[src/rtl/i2c_slave_regfile.sv]
// Byte-level register bank behind an I2C slave core, plus a local port.
// Optional completion interrupt: define I2C_REGFILE_IRQ_EN.
module i2c_slave_regfile #(
  parameter logic [6:0] SLAVE_ADDR = 7'h3C,
  parameter int         DEPTH      = 16,
  parameter int         AW         = 4
) (
  input  logic          clk,
  input  logic          reset,
  output logic [6:0]    address,
  input  logic          start,
  input  logic          rw,
  input  logic          stop,
  input  logic [7:0]    datareceive,
  input  logic          received,
  output logic [7:0]    datasend,
  input  logic          sended,
  input  logic [AW-1:0] loc_addr,
  input  logic [7:0]    loc_wdata,
  input  logic          loc_we,
  output logic [7:0]    loc_rdata,
`ifdef I2C_REGFILE_IRQ_EN
  output logic          irq,
`endif
  output logic          busy
);

  localparam logic [1:0] IDLE  = 2'd0;
  localparam logic [1:0] PTR   = 2'd1;
  localparam logic [1:0] WDATA = 2'd2;
  localparam logic [1:0] RDATA = 2'd3;

  logic [1:0]    state_q, state_d;
  logic [AW-1:0] ptr_q, ptr_d;
  logic [7:0]    mem_q [DEPTH];
  logic [7:0]    ds_q;
  logic [7:0]    lrd_q;
  logic          ds_load;
  logic [AW-1:0] ds_addr;
  logic          i2c_we;

  assign address   = SLAVE_ADDR;
  assign datasend  = ds_q;
  assign loc_rdata = lrd_q;
  assign busy      = (state_q != IDLE);

  // Bus events: start beats stop, stop beats byte events.
  always_comb begin
    state_d = state_q;
    ptr_d   = ptr_q;
    ds_load = 1'b0;
    ds_addr = ptr_q;
    i2c_we  = 1'b0;
    if (start) begin
      state_d = rw ? RDATA : PTR;
      ds_load = rw;
    end else if (stop) begin
      state_d = IDLE;
    end else begin
      case (state_q)
        PTR: if (received) begin
          ptr_d   = datareceive[AW-1:0];
          state_d = WDATA;
        end
        WDATA: if (received) begin
          i2c_we = 1'b1;
          ptr_d  = ptr_q + 1'b1;
        end
        RDATA: if (sended) begin
          ptr_d   = ptr_q + 1'b1;
          ds_addr = ptr_q + 1'b1;
          ds_load = 1'b1;
        end
        default: ;
      endcase
    end
  end

  // Control state, pointer and outgoing byte.
  always_ff @(posedge clk or negedge reset) begin
    if (!reset) begin
      state_q <= IDLE;
      ptr_q   <= '0;
      ds_q    <= 8'h00;
    end else begin
      state_q <= state_d;
      ptr_q   <= ptr_d;
      if (ds_load) ds_q <= mem_q[ds_addr];
    end
  end

  // Bank storage; the bus write wins a same-index clash.
  always_ff @(posedge clk or negedge reset) begin
    if (!reset) begin
      for (int i = 0; i < DEPTH; i++) mem_q[i] <= 8'h00;
    end else begin
      for (int i = 0; i < DEPTH; i++) begin
        if (i2c_we && ptr_q == AW'(i))
          mem_q[i] <= datareceive;
        else if (loc_we && loc_addr == AW'(i))
          mem_q[i] <= loc_wdata;
      end
    end
  end

  // Registered local read.
  always_ff @(posedge clk or negedge reset) begin
    if (!reset) lrd_q <= 8'h00;
    else        lrd_q <= mem_q[loc_addr];
  end

`ifdef I2C_REGFILE_IRQ_EN
  logic wr_q;
  logic irq_q;
  logic irq_clr;
  logic txn_end;

  assign irq     = irq_q;
  assign irq_clr = loc_we && (loc_addr == AW'(DEPTH - 1));
  assign txn_end = !start && stop && (state_q != IDLE);

  // Flag a finished transaction that stored at least one byte.
  always_ff @(posedge clk or negedge reset) begin
    if (!reset) begin
      wr_q  <= 1'b0;
      irq_q <= 1'b0;
    end else begin
      if (state_q == IDLE) wr_q <= 1'b0;
      else if (i2c_we)     wr_q <= 1'b1;
      if (irq_clr)                irq_q <= 1'b0;
      else if (txn_end && wr_q)   irq_q <= 1'b1;
    end
  end
`endif

endmodule

[config.mk]
export PLATFORM = sky130hd
export DESIGN_NAME = i2c_slave_regfile
export DESIGN_NICKNAME = d
export VERILOG_FILES = /design/src/rtl/i2c_slave_regfile.sv
export SDC_FILE = /design/constraint.sdc
export NUM_CORES = 1
export LEC_CHECK = 0
export CELL_PAD_IN_SITES_DETAIL_PLACEMENT = 1
export CELL_PAD_IN_SITES_GLOBAL_PLACEMENT = 1
export CORE_ASPECT_RATIO = 0.9
export CORE_MARGIN = 2
export CORE_UTILIZATION = 45
export CTS_CLUSTER_SIZE = 16
export DETAILED_ROUTE_END_ITERATION = 10
export GPL_TIMING_DRIVEN = 0
export PLACE_DENSITY = 0.87
export REMOVE_ABC_BUFFERS = 1
export SLEW_MARGIN = 20
export SYNTH_ARGS = -nofsm -noshare
export SYNTH_HDL_FRONTEND = slang
export SYNTH_SLANG_ARGS = --single-unit
[constraint.sdc]
create_clock -name clk -period 5.2 [get_ports clk]
set_clock_uncertainty 0.2 [all_clocks]
set_input_delay 1.04 -clock clk [delete_from_list [all_inputs] [get_ports clk]]
set_output_delay 1.04 -clock clk [all_outputs]
set_load 0.05 [all_outputs]
==> run summary <==
Final cell area excluding filler cells: 10,860 um^2
Cell variety after synth: 61
Cell count after synthesis: 971
Kind of path behind the tightest hold check: flip-flop to flip-flop
Internal Power: 3.254 mW
Via Count: 8,581
Wire length on met2: 16,500 um
Fraction of final layout cells sized beyond drive strength 1: 11.58%
Worst path max stage delay: 0.75 ns
Slew Viols, Final: 0
RR Endpoint: datasend[6]
Ratio of final minimum period to clock period: 87.83%
Setup WS post-layout: 0.6329 ns
Maximum fanout along the worst path: 27
Final setup vio count: 0
Pre-CTS setup slack: 0.5316 ns
Per-cell routed wire length: 28.65 um
Maximum number of pins on one net before global-route repair: 94
Total Negative Setup Slacks: 0 ns
Cts bufs inserted: 17
DRT Pass-1 Iters: 6
Initial Util: 46.11%
Placed cell count: 1,222
Upper clock frequency limit: 0.2190 GHz
Overall Power: 5.226 mW
Setup crit end kind: flip-flop
Placement Rows: 50
Global-route wire length before repair: 55,080 um
Synth-to-layout area growth: 12.42%
Final Hold Slack: 0.4059 ns
Worst hold path stage count: 2
Number of enable flip-flop cells after synthesis: 0
Most used cells in the layout excluding fill and tap cells: sky130_fd_sc_hd__a21oi_1 (153), sky130_fd_sc_hd__dfrtp_1 (149), sky130_fd_sc_hd__mux2i_1 (142), sky130_fd_sc_hd__nor2_1 (138), sky130_fd_sc_hd__nand2_1 (46)
Max-Slew Margin vs Limit: 23.12%
Routed wire length: 35,900 um
Required time of the critical path: 5.29 ns
Die height: 143.0 um
Clock network fraction of total power: 27.6%
Startpoint of the worst hold path: mem_q[106]
Post-synthesis sequential element count: 150
Fraction of the core area covered by cells at the end of the flow: 51.84%
Proportion of total power due to net switching: 37.74%
Unrepaired setup endpoints after global routing: no
Clock-pin transition on the worst setup and hold timing paths: 0.07 ns
Kind of cell adding the most delay to the critical path: compound AO/OA/AOI/OAI gates
Global-route congestion overflow total: 0
Cell Count, Final, Fillers Out: 1,253
Pwr per Cell Area: 481.1 nW/um^2
H-tree depth: 4
Post-DP HPWL: 22,950 um
TritonCTS clock tree: done
Synthesized cell area: 9664 um^2
Iteration-0 DRC count of the detailed router: 990
Residual antenna-violating net count after detailed routing: 0
Async S/R FF share, synth: 100.0%
WL met1: 14,020 um
Net count reported at finish: 987
Number of top-level pins: 52
Startpoint types: flip-flop
Highest metal used: met5
Count of synthesis-stage warnings from yosys: 0
Total core area: 20,960 um^2
Outcome: complete, no violations
CP max-delay cell: sky130_fd_sc_hd__or3_1
Remaining design rule violation count: 0
Register-to-register setup slack: 0.63 ns
Clock Sinks: 150
Power spent charging and discharging nets: 1.973 mW
Destination of the worst hold path: mem_q[106]
Post-layout min period: 4.567 ns
Number of global-route vias before repair: 8,944
Global-route usage over all layers: 33.25%
Port bufs: 44
Via/cell ratio: 6.848
Met3 routed WL: 3424 um
Worst r2r path cells: 8
WP depth: 8
Later-pin clock latency in the skew report: 0.45 ns
Top-area cell type share of the netlist area: 38.84%
Part of the Yosys area used for sequential elements: 38.84%
Worst VDD drop: 0.1889 mV
Commonest non-fill, non-tap cell in the layout: sky130_fd_sc_hd__a21oi_1
Die Span X: 158.5 um
Total leakage power: 4.693 nW
Synth area leader: sky130_fd_sc_hd__dfrtp_1
Arrival time of the worst setup path: 4.65 ns
Gpl congestion: 0.9695
Hold buffers post-CTS: 0
Die area: 22,670 um^2
Dominant register cell in the synthesized netlist: sky130_fd_sc_hd__dfrtp_1
Total buffers and inverters traversed by the critical path: 2
Cell-by-cell listing of the critical path: buf_12, clkinv_1, ha_1, or3_1, o22ai_1, o32ai_1, a222oi_1, o41ai_1
Number of buffers between clock root and the deepest sink: 2
Root Buffer Master: sky130_fd_sc_hd__clkbuf_16
Placed standard-cell area: 10,180 um^2
Fraction of power consumed by combinational cells: 36.1%
CTS resizes: 0
Post-CTS Repair Setup Buffers: 0
Final number of hold-violating endpoints: 0
Antenna violations before repair: 3
Top cells by area in the synthesized netlist: sky130_fd_sc_hd__dfrtp_1 (39%), sky130_fd_sc_hd__mux2i_1 (15%), sky130_fd_sc_hd__mux4_2 (9.8%), sky130_fd_sc_hd__a21oi_1 (7.9%), sky130_fd_sc_hd__nor2_1 (5.4%)
Average cell area after synthesis: 9.953 um^2
Max-cap check violation count: 0
Sequential share of power: 36.3%
Diode insertion count for antenna repair: 0
Worst Max-Slew Pin Slew: 1.149 ns
Setup Crit Path Kind: flip-flop to flip-flop
R2R Path Start: ptr_q[0]
[kinds of logic after synthesis]
| group | Yosys count | share of synthesized area [%] |
|---|---|---|
| adder cells (fa/ha/maj) | 4 | 0.5179 |
| AND/OR/NAND/NOR | 253 | 11.65 |
| buffers and inverters | 99 | 4.531 |
| other | 2 | 0.07771 |
| multiplexers | 205 | 27.21 |
| AO/OA/AOI/OAI | 255 | 16.90 |
| flip-flops | 150 | 38.84 |
| XOR/XNOR | 3 | 0.2719 |
[cell usage after synthesis, types with 8 or more instances]
| master | n |
|---|---|
| sky130_fd_sc_hd__o31ai_1 | 8 |
| sky130_fd_sc_hd__inv_1 | 10 |
| sky130_fd_sc_hd__a21oi_1 | 153 |
| sky130_fd_sc_hd__dfrtp_1 | 150 |
| sky130_fd_sc_hd__o221ai_1 | 28 |
| sky130_fd_sc_hd__nand2_1 | 46 |
| sky130_fd_sc_hd__mux4_2 | 42 |
| sky130_fd_sc_hd__buf_1 | 12 |
| sky130_fd_sc_hd__buf_4 | 8 |
| sky130_fd_sc_hd__buf_2 | 11 |
| sky130_fd_sc_hd__mux2_2 | 11 |
| sky130_fd_sc_hd__a22oi_1 | 9 |
| sky130_fd_sc_hd__mux2i_1 | 142 |
| sky130_fd_sc_hd__and2_0 | 12 |
| sky130_fd_sc_hd__clkbuf_1 | 54 |
| sky130_fd_sc_hd__nand3_1 | 15 |
| sky130_fd_sc_hd__nor2_1 | 140 |
[worst max path at each step]
stage                              to      from  slack, ns
final                     datasend[6]  ptr_q[0]       0.63
after global routing      datasend[6]  ptr_q[0]       0.66
after CTS                 datasend[6]  ptr_q[0]       0.86
after detailed placement  datasend[6]     start       0.53
after global placement      mem_q[47]     reset      -3.48
after floorplan           datasend[0]  ptr_q[0]       1.16
[registers in the layout, indices dropped and copies added (netlist names)]
| register | count |
|---|---|
| datasend | 8 |
| mem_q | 128 |
| state_q | 2 |
| ptr_q | 4 |
| loc_rdata | 8 |
[layout make-up]
cell class	count	area, um^2
fillers	2270	10090
multi-input cells	727	5509
flip-flops and latches	150	3755
repair buffers	48	525.5
clock buffers	24	511.7
well taps	286	357.8
clock inverters	7	163.9
inverters	11	41.29
[worst register-to-register path, cell delays in order, from the launching register on]
cell,delay [ns]
sky130_fd_sc_hd__dfrtp_2,0.65
sky130_fd_sc_hd__buf_12,0.26
sky130_fd_sc_hd__clkinv_1,0.64
sky130_fd_sc_hd__ha_1,0.71
sky130_fd_sc_hd__or3_1,0.75
sky130_fd_sc_hd__o22ai_1,0.30
sky130_fd_sc_hd__o32ai_1,0.15
sky130_fd_sc_hd__a222oi_1,0.52
sky130_fd_sc_hd__o41ai_1,0.21
[power by group through the flow]
stage	clock (mW)	sequential [mW]	combinational (mW)
after floorplan	0	1.94	1.05
after global placement	0	1.86	1.71
after detailed placement	0	1.88	1.83
after CTS	1.45	1.88	1.85
after global routing	1.49	1.93	1.99
final	1.44	1.90	1.89
[routing by layer]
metal  GRT usage [%]  vias up
li1                -     3551
met1           42.13     4430
met2           52.01      455
met3           9.074      139
met4           17.69        6
met5               0        -
Note: power is estimated with default switching activity, not from simulation.
